`src/rtl/ps2_host_tx.sv`:
```
// ps2_host_tx
// Host-to-device PS/2 transmitter. Sends one command byte to the device over
// the shared open-drain ps2c/ps2d lines: inhibit, request-to-send, shift the
// frame out on device-generated clock falls, check the device ack, and report
// done or err.
//
// Handshake: a request transfers on a clock edge where tx_valid && tx_ready.
// tx_ready is high only while idle; tx_valid while busy is dropped, never
// queued. tx_data is sampled only on the transfer edge.
//
// Ports
//   clk, rst_n     system clock, asynchronous active-low reset
//   tx_data[7:0]   command byte to send
//   tx_valid       request present
//   tx_ready       idle, request will be accepted
//   ps2c, ps2d     raw PS/2 pin levels (asynchronous)
//   ps2c_oe        1 = pull ps2c low, 0 = release
//   ps2d_oe        1 = pull ps2d low, 0 = release
//   busy           transfer in progress (= ~tx_ready)
//   done           1-cycle pulse, frame acknowledged
//   err            1-cycle pulse, missing ack or timeout
//   dbg_state[2:0] current FSM state
module ps2_host_tx #(
  parameter int unsigned INHIBIT_CYCLES = 5000,
  parameter int unsigned TIMEOUT_CYCLES = 100000
) (
  input  logic       clk,
  input  logic       rst_n,
  input  logic [7:0] tx_data,
  input  logic       tx_valid,
  output logic       tx_ready,
  input  logic       ps2c,
  input  logic       ps2d,
  output logic       ps2c_oe,
  output logic       ps2d_oe,
  output logic       busy,
  output logic       done,
  output logic       err,
  output logic [2:0] dbg_state
);

  localparam int unsigned CNT_MAX =
    (INHIBIT_CYCLES > TIMEOUT_CYCLES) ? INHIBIT_CYCLES : TIMEOUT_CYCLES;
  localparam int CW = $clog2(CNT_MAX + 1);
  localparam logic [CW-1:0] INH_LAST = CW'(INHIBIT_CYCLES - 1);
  localparam logic [CW-1:0] TO_LAST  = CW'(TIMEOUT_CYCLES - 1);

  typedef enum logic [2:0] {
    S_IDLE      = 3'd0,
    S_INHIBIT   = 3'd1,
    S_RTS       = 3'd2,
    S_BITS      = 3'd3,
    S_ACK       = 3'd4,
    S_WAIT_IDLE = 3'd5
  } state_t;

  state_t        r_state;
  logic [CW-1:0] r_cnt;
  logic [8:0]    r_shift;   // {parity, d7..d0}, shifted out LSB first
  logic [3:0]    r_bit;     // falls seen so far in S_BITS
  logic          r_c_meta, r_c_sync, r_c_prev;
  logic          r_d_meta, r_d_sync;
  logic          r_c_oe, r_d_oe;
  logic          r_done, r_err;

  state_t        w_state_nxt;
  logic [CW-1:0] w_cnt_nxt;
  logic [8:0]    w_shift_nxt;
  logic [3:0]    w_bit_nxt;
  logic          w_c_oe_nxt, w_d_oe_nxt;
  logic          w_done_nxt, w_err_nxt;
  logic          w_fall;
  logic          w_timeout;

  // Synchronizers reset to 1 (idle bus level) so reset never looks like a fall.
  always_ff @(posedge clk or negedge rst_n) begin
    if (!rst_n) begin
      r_c_meta <= 1'b1;
      r_c_sync <= 1'b1;
      r_c_prev <= 1'b1;
      r_d_meta <= 1'b1;
      r_d_sync <= 1'b1;
    end else begin
      r_c_meta <= ps2c;
      r_c_sync <= r_c_meta;
      r_c_prev <= r_c_sync;
      r_d_meta <= ps2d;
      r_d_sync <= r_d_meta;
    end
  end

  assign w_fall    = r_c_prev & ~r_c_sync;
  assign w_timeout = (r_cnt == TO_LAST);

  always_comb begin
    w_state_nxt = r_state;
    w_cnt_nxt   = r_cnt;
    w_shift_nxt = r_shift;
    w_bit_nxt   = r_bit;
    w_c_oe_nxt  = r_c_oe;
    w_d_oe_nxt  = r_d_oe;
    w_done_nxt  = 1'b0;
    w_err_nxt   = 1'b0;

    unique case (r_state)
      S_IDLE: begin
        w_c_oe_nxt = 1'b0;
        w_d_oe_nxt = 1'b0;
        if (tx_valid) begin
          // Odd parity: parity bit is 1 when the byte has an even count of 1s.
          w_shift_nxt = {~^tx_data, tx_data};
          w_cnt_nxt   = '0;
          w_c_oe_nxt  = 1'b1;
          w_state_nxt = S_INHIBIT;
        end
      end

      S_INHIBIT: begin
        if (r_cnt == INH_LAST) begin
          w_d_oe_nxt  = 1'b1;   // start bit goes on the line with RTS
          w_state_nxt = S_RTS;
        end else begin
          w_cnt_nxt = r_cnt + CW'(1);
        end
      end

      S_RTS: begin
        w_c_oe_nxt  = 1'b0;
        w_cnt_nxt   = '0;
        w_bit_nxt   = '0;
        w_state_nxt = S_BITS;
      end

      S_BITS: begin
        if (w_fall) begin
          w_cnt_nxt = '0;
          // Fill with 1 so the tenth fall releases ps2d for the stop bit.
          w_d_oe_nxt  = ~r_shift[0];
          w_shift_nxt = {1'b1, r_shift[8:1]};
          if (r_bit == 4'd9) begin
            w_state_nxt = S_ACK;
          end else begin
            w_bit_nxt = r_bit + 4'd1;
          end
        end else if (w_timeout) begin
          w_c_oe_nxt  = 1'b0;
          w_d_oe_nxt  = 1'b0;
          w_err_nxt   = 1'b1;
          w_state_nxt = S_IDLE;
        end else begin
          w_cnt_nxt = r_cnt + CW'(1);
        end
      end

      S_ACK: begin
        if (w_fall) begin
          w_cnt_nxt = '0;
          if (r_d_sync) begin
            w_err_nxt   = 1'b1;
            w_state_nxt = S_IDLE;
          end else begin
            w_state_nxt = S_WAIT_IDLE;
          end
        end else if (w_timeout) begin
          w_c_oe_nxt  = 1'b0;
          w_d_oe_nxt  = 1'b0;
          w_err_nxt   = 1'b1;
          w_state_nxt = S_IDLE;
        end else begin
          w_cnt_nxt = r_cnt + CW'(1);
        end
      end

      S_WAIT_IDLE: begin
        if (r_c_sync && r_d_sync) begin
          w_done_nxt  = 1'b1;
          w_state_nxt = S_IDLE;
        end else if (w_fall) begin
          w_cnt_nxt = '0;
        end else if (w_timeout) begin
          w_c_oe_nxt  = 1'b0;
          w_d_oe_nxt  = 1'b0;
          w_err_nxt   = 1'b1;
          w_state_nxt = S_IDLE;
        end else begin
          w_cnt_nxt = r_cnt + CW'(1);
        end
      end

      default: begin
        w_c_oe_nxt  = 1'b0;
        w_d_oe_nxt  = 1'b0;
        w_state_nxt = S_IDLE;
      end
    endcase
  end

  always_ff @(posedge clk or negedge rst_n) begin
    if (!rst_n) begin
      r_state <= S_IDLE;
      r_cnt   <= '0;
      r_shift <= '0;
      r_bit   <= '0;
      r_c_oe  <= 1'b0;
      r_d_oe  <= 1'b0;
      r_done  <= 1'b0;
      r_err   <= 1'b0;
    end else begin
      r_state <= w_state_nxt;
      r_cnt   <= w_cnt_nxt;
      r_shift <= w_shift_nxt;
      r_bit   <= w_bit_nxt;
      r_c_oe  <= w_c_oe_nxt;
      r_d_oe  <= w_d_oe_nxt;
      r_done  <= w_done_nxt;
      r_err   <= w_err_nxt;
    end
  end

  assign tx_ready  = (r_state == S_IDLE);
  assign busy      = ~tx_ready;
  assign ps2c_oe   = r_c_oe;
  assign ps2d_oe   = r_d_oe;
  assign done      = r_done;
  assign err       = r_err;
  assign dbg_state = r_state;

endmodule

```
`config.mk`:
```
export PLATFORM = sky130hd
export DESIGN_NAME = ps2_host_tx
export DESIGN_NICKNAME = d
export VERILOG_FILES = /design/src/rtl/ps2_host_tx.sv
export SDC_FILE = /design/constraint.sdc
export NUM_CORES = 1
export LEC_CHECK = 0
export BUFFER_PORTS_ARGS = -buffer_cell sky130_fd_sc_hd__buf_4
export CAP_MARGIN = 20
export CORE_UTILIZATION = 54
export DETAILED_ROUTE_END_ITERATION = 10
export GPL_ROUTABILITY_DRIVEN = 0
export PLACE_DENSITY = 0.76
export SETUP_SLACK_MARGIN = 0.4
export SYNTH_ARGS = -nofsm -noshare
export SYNTH_HDL_FRONTEND = slang
export SYNTH_SLANG_ARGS = --single-unit
```
`constraint.sdc`:
```
create_clock -name clk -period 2 [get_ports clk]
set_clock_uncertainty 0.2 [all_clocks]
set_input_delay 0.2 -clock clk [delete_from_list [all_inputs] [get_ports clk]]
set_output_delay 0.2 -clock clk [all_outputs]
set_load 0.01 [all_outputs]
```
* Yosys cells after proc, flatten, opt, wreduce, memory -nomap -nowiden
Cells that the tools add are included.
** Word-level totals
- Output and inout bits :: 9
- Input bits :: 13
- Register bits :: 42
** Cells by class
- Add/subtract/negate cells :: 2
- Multiplexer cells :: 41
- Equality and inequality tests :: 16
- Bitwise operators :: 6
- Reductions and logical operators :: 13
** Operators by type and width (count)
- 17-bit 2-to-1 mux :: 5
- 17-bit case mux with 5 select lines :: 1
- 3-bit 2-to-1 mux :: 9
- 9-bit 2-to-1 mux :: 2
- 3-bit case mux with 6 select lines :: 1
- 9-bit case mux with 2 select lines :: 1
- 17-bit by 1-bit adder with 17-bit output, second input constant :: 1
- 17-bit by 13-bit == test with 1-bit output, second input constant :: 1
- 17-bit == test, second input constant :: 1
- 1-bit 2-to-1 mux :: 16
- 2-bit != test, second input constant :: 6
- 3-bit AND reduction :: 3
- 4-bit 2-to-1 mux :: 2
- 4-bit case mux with 2 select lines :: 1
- 4-bit AND reduction :: 2
- 8-bit XNOR reduction :: 1
- 3-bit by 2-bit == test with 1-bit output, second input constant :: 2
- 3-bit == test, second input constant :: 2
- 3-bit != test, second input constant :: 2
- 1-bit inverter :: 5
- 1-bit case mux with 5 select lines :: 1
- 5-bit nonzero test :: 1
- 4-bit by 1-bit adder with 4-bit output, second input constant :: 1
- 4-bit == test, second input constant :: 1
- 9 further kinds :: 10

* Longest topological paths before layout
Gate-level depths: netlist of the first run.
- Depth after elaboration :: 5
- Mapped depth :: 8

* Worst setup path before layout of the first run
OpenSTA, ideal clock, no wires.
- Kind :: reg-to-reg
- Start point :: register r_cnt[0]
- End point :: register r_cnt[6]
- Path slack :: -63 ps
- Arrival :: 1771 ps
- Required time :: 1708 ps
- Path buffers :: 1
- Setup time :: 92 ps
- Clock period less this slack :: 2063 ps
- Cell stages (with the launch flop) :: 8
- Cells stage by stage :: dfrtp_1 -> ha_1 -> and4_1 -> and4_1 -> buf_6 -> a32oi_4 -> nand2_4 -> o31ai_2
** Between the ends
- Cells in the longest elaborated chain, start to end :: 5
- Elaborated cells between the ends (all ways) :: 10
- Those cells by class :: 1 x add/sub; 3 x eq/ne; 5 x mux; 1 x reduce/logical
** RTL lines
- start: declaration :: RTL line 58 : logic [CW-1:0] r_cnt;
- start signal: assignment :: RTL line 210 : r_cnt <= w_cnt_nxt;
- 17-bit by 1-bit adder with 17-bit output / 17-bit == test (equally long branches)
- 17-bit 2-to-1 mux :: RTL line 145, 164, 180
- 17-bit 2-to-1 mux :: RTL line 156 : if (w_fall) begin
- 17-bit 2-to-1 mux :: RTL line 175 : if (r_c_sync && r_d_sync) begin
- 17-bit case mux with 5 select lines :: RTL line 105 : unique case (r_state)
Several ways; a longest one is shown, not always the timed one. The select of a mux whose other input is x is not followed.
A chain may end at the register's enable or synchronous reset.

* Final worst setup path of the first run
- Start point :: register r_state[1] (netlist: dbg_state[1])
- End point :: register r_shift[7]
** Between the ends
- Cells in the longest elaborated chain, start to end :: 3
- Elaborated cells between the ends (all ways) :: 7
- Those cells by class :: 3 x eq/ne; 1 x mux; 3 x reduce/logical
** RTL lines
- start: declaration :: RTL line 57 : state_t r_state;
- start signal: assignment :: RTL line 209 : r_state <= w_state_nxt;
- 3-bit by 2-bit == test with 1-bit output / 3-bit logical NOT (equally long branches) :: RTL line 105
- 2-bit != test (no line) / 2-bit nonzero test (equally long branches)
- 3-bit AND reduction (no line)
- end signal: assignment :: RTL line 211 : r_shift <= w_shift_nxt;
- end: declaration :: RTL line 59 : logic [8:0] r_shift;
Several ways; a longest one is shown, not always the timed one.

==> key figures, run 1 <==
Synth
  • Largest area contributor in the netlist: dfrtp_1
  • Post-synthesis net count: 303
  • Post-synth top area share: 35.4%
  • Most common flop cell mapped by yosys: dfrtp_1
  • Synth cell types: 56
  • Cell area after synthesis: 2620 sq um
  • Share of async-settable or async-resettable flops after synthesis: 100%
  • EDFF count, synth: 0
  • Mapped Cells: 287
  • Seq cells post-synth: 42
  • Sequential area share after synthesis: 40.4%
  • Area contributors post-synth: dfrtp_1, dfstp_2, nand2_1, o21ai_0, nand3_1
  • Synth Area per Inst: 9.12 sq um
  • Ys Warns: 0

Pwr
  • Power, Total: 4.53 mW
  • Net Sw Frac: 42.3%
  • Sequential share of power: 28.4%
  • Net switching power: 1.92 mW
  • Peak VDD IR: 943 uV
  • Clk pwr share: 19.1%
  • PD cells: 1060 nW/um^2
  • Int Pwr: 2.61 mW
  • Leak: 1.79 nW
  • Combinational group share of total power: 52.5%

Finish
  • Cell area after layout: 4260 sq um
  • Layout cell share with drive strength beyond 1: 52.5%
  • Commonest non-fill, non-tap cells in the layout: buf_4, dfrtp_1, nand2_1
  • Layout Nets: 409
  • Final Non-Filler Cells: 446
  • Ant. Diodes: 0
  • Area Overhead vs Synth: 62.5%
  • Commonest non-fill, non-tap cell in the layout: buf_4
  • Filler cells: 134

Worst setup path
  • Nature of the critical path startpoint: flop
  • Critical Path RT: 1.94 ns
  • Worst-path fanout max: 9
  • Crit end category: flop
  • Arr. time, crit path: 2.35 ns
  • Worst R2R Setup Slack: -0.41 ns
  • Crit Path Category: flop to flop

STA
  • Fin crit share: 120%
  • Endpoints failing setup: 29
  • Post-route minimum period: 2.41 ns
  • Hold_ws: -0.00192 ns
  • Final WS setup: -0.409 ns
  • Fin. max-slew vios: 0
  • Worst Tran Pin Value: 0.583 ns
  • Final hold viol count: 1
  • Slew HR: 61.0%
  • Unrepaired setup endpoints after global routing: yes
  • Maximum clock frequency: 0.415 GHz

Clock network
  • Clock root cell: clkbuf_8
  • TritonCTS clock tree: yes
  • Clock tree buffer depth: 2
  • # clock sinks: 42
  • Clock Latency Late Sink: 0.31 ns
  • H-tree Lvls: 2
  • TritonCTS Buffers: 5
  • Reg clk slew, reported paths: 0.09 ns

Floorplan
  • Die area: 5130 sq um
  • Core footprint: 4500 sq um
  • Die H: 71.6 microns
  • # IOs: 22
  • Die width: 71.6 microns
  • Rows: 24
  • Initial Utilization: 58.1%

Place
  • Inst Count DP: 391
  • I/O Buffers: 21
  • DP HPWL: 4760 microns
  • Pre-CTS setup slack: -0.132 ns
  • Placed cell areas: 3200 sq um

Flow run
  • Max_cap viols: 0

Outcome
  • Status: complete, but fails checks
  • Failing checks: hold timing, setup timing

Global route
  • Number of global-route vias before repair: 2,897
  • Total GRT Usage: 37.6%
  • First-pass GRT wire length: 14,600 microns
  • Gr ovfl total: 0
  • Largest net degree at the start of global routing: 43
  • Antenna violations before repair: 1

Routing
  • Vias after detailed routing: 3,465
  • Drt initial violations: 779
  • Vias per inst: 7.77
  • DRC viols: 0
  • Drt total wl: 13,300 microns
  • Post-DR wirelength/cell: 29.7 microns
  • DR pass1 iterations: 8
  • Antenna Nets Post-Route: 0

Hold path
  • HP Class: input port to flop
[cell usage after synthesis, drive strengths merged, types with 5 or more instances]
library cell,count
a21oi,17
inv,7
nand2,30
xnor2,6
nor3,5
and4,5
dfstp,5
clkbuf,7
nand4,5
nand2b,5
buf,10
o21ai,23
nor2,22
o31ai,9
dfrtp,37
a31oi,12
nor2b,6
a2bb2oi,5
nand3,18
[metal layers]
metal  part of all wire (%)  up-vias  GRT usage [%]
met4                     10        0           22.7
li1                       -     1291              -
met2                     45      417           63.4
met1                     31     1574           44.2
met3                     14      183           7.45
met5                      0        -              0
[flip-flops by register name, indices dropped and copies added, names as in the netlist]
register	cells
dbg_state	3
done	1
err	1
ps2c_oe	1
ps2d_oe	1
r_bit	4
r_c_meta	1
r_c_prev	1
r_c_sync	1
r_cnt	17
r_d_meta	1
r_d_sync	1
r_shift	9
[repair_timing]
item | 4_1_cts | 5_1_grt
endpoints found under the setup margin | 38 | 38
gates resized for setup | 47 | 63
gates cloned | 2 | 1
setup buffers | 20 | 13
hold buffers | 11 | 0
endpoints found under the hold margin | 47 | 0
pin swaps | 13 | 20
[worst max-delay path: stages, from the launching register on]
cell and delay [ns]:
dfrtp_2 0.49, buf_4 0.17, nor3_4 0.21, inv_2 0.11, buf_6 0.15, a21oi_4 0.17
buf_6 0.18, nor2_1 0.08, a31oi_1 0.46
[worst paths after layout]
| check | startpoint | endpoint | cells after the start |
|---|---|---|---|
| max in group asynchronous | rst_n | r_cnt[13] | 2 |
| worst min-delay path | tx_data[1] | r_shift[1] | 3 |
| worst min register to register | r_d_meta | r_d_sync | 0 |
| min in group asynchronous | rst_n | done | 2 |
| worst max register to register | dbg_state[1] | r_shift[7] | 8 |
| worst max-delay path | dbg_state[1] | r_shift[7] | 8 |
[per-stage QoR]
step                TNS [ns]  utilization, %
floorplan                  0               -
global placement      -0.547            71.1
detailed placement     -1.40            71.1
CTS                        0            85.2
global route           -3.90            94.5
finish                 -3.38            94.5
[layout make-up]
class	count	area (sq um)	area share, %
Sequential cell	42	1060	25.0
Tap cell	52	65.1	1.53
Timing Repair Buffer	114	1000	23.6
Clock inverter	2	60.1	1.41
Multi-Input combinational cell	223	1960	45.9
Inverter	7	26.3	0.617
Clock buffer	6	82.6	1.94
[power by group through the flow]
stage	clock, mW	sequential [mW]	combinational [mW]
floorplan	0	1.24	0.903
global placement	0	1.20	1.42
detailed placement	0	1.21	1.46
CTS	0.844	1.20	1.77
global route	0.888	1.28	2.42
finish	0.865	1.29	2.38
[cells by family after synthesis]
logic type      synth area share [%]
compound gates                  25.8
buf+inv                         4.54
flops                           40.4
fa+ha+maj                       1.43
xor+xnor                        2.34
mux                             1.15
simple gates                    24.4
Note: power is estimated with default switching activity, not from simulation.
==> run 2: changes to the inputs <==
GPL_TIMING_DRIVEN = 0   (was default)
==> run 2 against run 1 <==
Net effect: largest cell class unchanged; clock-buffer cell count down 1; largest power group unchanged; critical path depth unchanged; die area unchanged; final cell count down 3.6%; via count down 9.4%; register-to-register slack better by 0.09 ns; the run ends with setup timing left.
==> key figures, run 2 (same netlist as run 1, synthesis figures left out) <==
Outcome
  • Status: complete, but fails checks
  • Failing checks: setup timing

Pwr
  • Int Pwr: 2.49 mW (-4.8%)
  • Sequential share of power: 32.6% (+4.2 points)
  • Net Sw Frac: 40.8% (-1.5 points)
  • Leak: 1.69 nW (-5.4%)
  • PD cells: 1030 nW/um^2 (-3.4%)
  • Peak VDD IR: 800 uV (-15%)
  • Power, Total: 4.21 mW (-7.2%)
  • Net switching power: 1.72 mW (-10%)
  • Combinational group share of total power: 47.4% (-5.1 points)
  • Clk pwr share: 20.0% (+0.9 points)

STA
  • Final hold viol count: 0 (-1)
  • Fin crit share: 116% (-4.5 points)
  • Hold_ws: 0.170 ns (+0.172 ns)
  • Fin. max-slew vios: 0 (unchanged)
  • Setup_tns: -3.24 ns (+0.138 ns)
  • Post-route minimum period: 2.32 ns (-0.0902 ns)
  • Final WS setup: -0.319 ns (+0.0902 ns)
  • Worst Tran Pin Value: 0.628 ns (+0.0446 ns)
  • Endpoints failing setup: 26 (-10%)
  • Slew HR: 58.2% (-2.8 points)
  • Maximum clock frequency: 0.431 GHz (+3.9%)
  • Unrepaired setup endpoints after global routing: yes

Clock network
  • TritonCTS Buffers: 5 (unchanged)
  • Reg clk slew, reported paths: 0.10 ns (about the same)
  • # clock sinks: 42 (unchanged)
  • Clock tree buffer depth: 2 (unchanged)
  • Clock Latency Late Sink: 0.31 ns (about the same)
  • TritonCTS clock tree: yes
  • H-tree Lvls: 2 (unchanged)
  • Clock root cell: clkbuf_8

Finish
  • Layout cell share with drive strength beyond 1: 48.7% (-3.9 points)
  • Largest registers: r_cnt: 17 flops, r_shift: 9 flops, r_bit: 4 flops
  • Layout Nets: 393 (-3.9%)
  • Register with the most flip-flops: r_cnt
  • Filler cells: 166 (+24%)
  • Commonest non-fill, non-tap cells in the layout: buf_4, dfrtp_1, buf_6
  • Finished Core Util: 90.8% (-3.7 points)
  • Final Non-Filler Cells: 430 (-3.6%)
  • Max FFs per register: 17 (unchanged)
  • Cell area after layout: 4090 sq um (-3.9%)
  • Commonest non-fill, non-tap cell in the layout: buf_4
  • Area Overhead vs Synth: 56.2%
  • Ant. Diodes: 0 (unchanged)

Routing
  • Post-DR wirelength/cell: 26.3 microns (-11%)
  • DR pass1 iterations: 5 (-3)
  • DRC viols: 0 (unchanged)
  • Drt initial violations: 397 (-49%)
  • Vias per inst: 7.30 (-6.0%)
  • Antenna Nets Post-Route: 0 (unchanged)
  • Drt total wl: 11,300 microns (-15%)
  • Vias after detailed routing: 3,139 (-9.4%)

Worst setup path
  • Critical Path RT: 2.02 ns (+0.08 ns)
  • Crit Path Category: flop to flop
  • Worst path slowest cell: dfrtp_1
  • Worst-path fanout max: 7 (-2)
  • Crit-path cells: buf_6, nor2_1, nand2_2, a32oi_4, buf_6, buf_6, nand3_1, o21ai_1
  • Crit end category: flop
  • Arr. time, crit path: 2.34 ns (about the same)
  • Cell mode on critical path: buf_6
  • Crit path max-delay family: simple AND/OR/NAND/NOR gates
  • Worst R2R Setup Slack: -0.32 ns (+0.09 ns)
  • CP max stage delay: 0.43 ns (-0.06 ns)
  • Buf/Inv on CP: 3 (-1)
  • Nature of the critical path startpoint: flop

Global route
  • First-pass GRT wire length: 13,700 microns (-6.1%)
  • Total GRT Usage: 34.9% (-2.6 points)
  • Largest net degree at the start of global routing: 43 (unchanged)
  • Gr ovfl total: 0 (unchanged)
  • Number of global-route vias before repair: 2,737 (-5.5%)
  • Antenna violations before repair: 0 (-1)

Place
  • Pre-CTS setup slack: -0.244 ns (-0.112 ns)
  • Inst Count DP: 360 (-7.9%)
  • DP HPWL: 4520 microns (-5.1%)
  • Placed cell areas: 2980 sq um (-6.9%)
  • I/O Buffers: 21 (unchanged)

Hold path
  • HP Class: flop to flop

Floorplan
  • Core footprint: 4500 sq um (unchanged)
  • Initial Utilization: 58.1% (unchanged)
  • Die H: 71.6 microns (unchanged)
  • Die area: 5130 sq um (unchanged)
  • # IOs: 22 (unchanged)
  • Die width: 71.6 microns (unchanged)
  • Rows: 24 (unchanged)

Flow run
  • Max_cap viols: 0 (unchanged)
-- run 2: cell type report --
type                       count  area, sq um  area share [%]
sequential                    42         1070            26.1
clock buffer                   5         68.8            1.68
clock inverter                 3         68.8            1.68
inverter                       7         28.8           0.704
multi-input combinational    222         1880            46.0
timing repair buffer          82          724            17.7
tap                           52         65.1            1.59
buffer                        17          188            4.59
-- run 2: final timing paths --
check / startpoint / to / cells after the start
worst max-delay path: dbg_state[2] / r_cnt[14] / 8
worst min-delay path: r_d_meta / r_d_sync / 0
worst max register to register: dbg_state[2] / r_cnt[14] / 8
worst min register to register: r_d_meta / r_d_sync / 0
max in group asynchronous: rst_n / r_cnt[13] / 2
min in group asynchronous: rst_n / r_bit[0] / 2
-- run 2: what timing repair did --
item / CTS / global route
hold endpoints to repair: 48 / 0
buffers inserted: 27 / 19
hold buffers: 12 / 0
endpoints found under the setup margin: 38 / 38
cloned: 3 / 1
gates resized for setup: 64 / 47
pin swaps: 13 / 18
-- run 2: layer usage --
metal	global-route usage, %	vias to the layer above	share of wire (%)
met5	0	-	0
met4	18.5	0	7.3
met3	6.89	96	8.0
met2	59.5	269	49
met1	41.7	1517	36
li1	-	1257	-
-- run 2: power by group through the flow --
stage	clock network, mW	logic [mW]	registers (mW)
5_1_grt	0.870	2.08	1.38
3_5_place_dp	0	1.19	1.29
6_report	0.841	1.99	1.37
2_1_floorplan	0	0.903	1.24
3_3_place_gp	0	1.15	1.29
4_1_cts	0.834	1.62	1.31
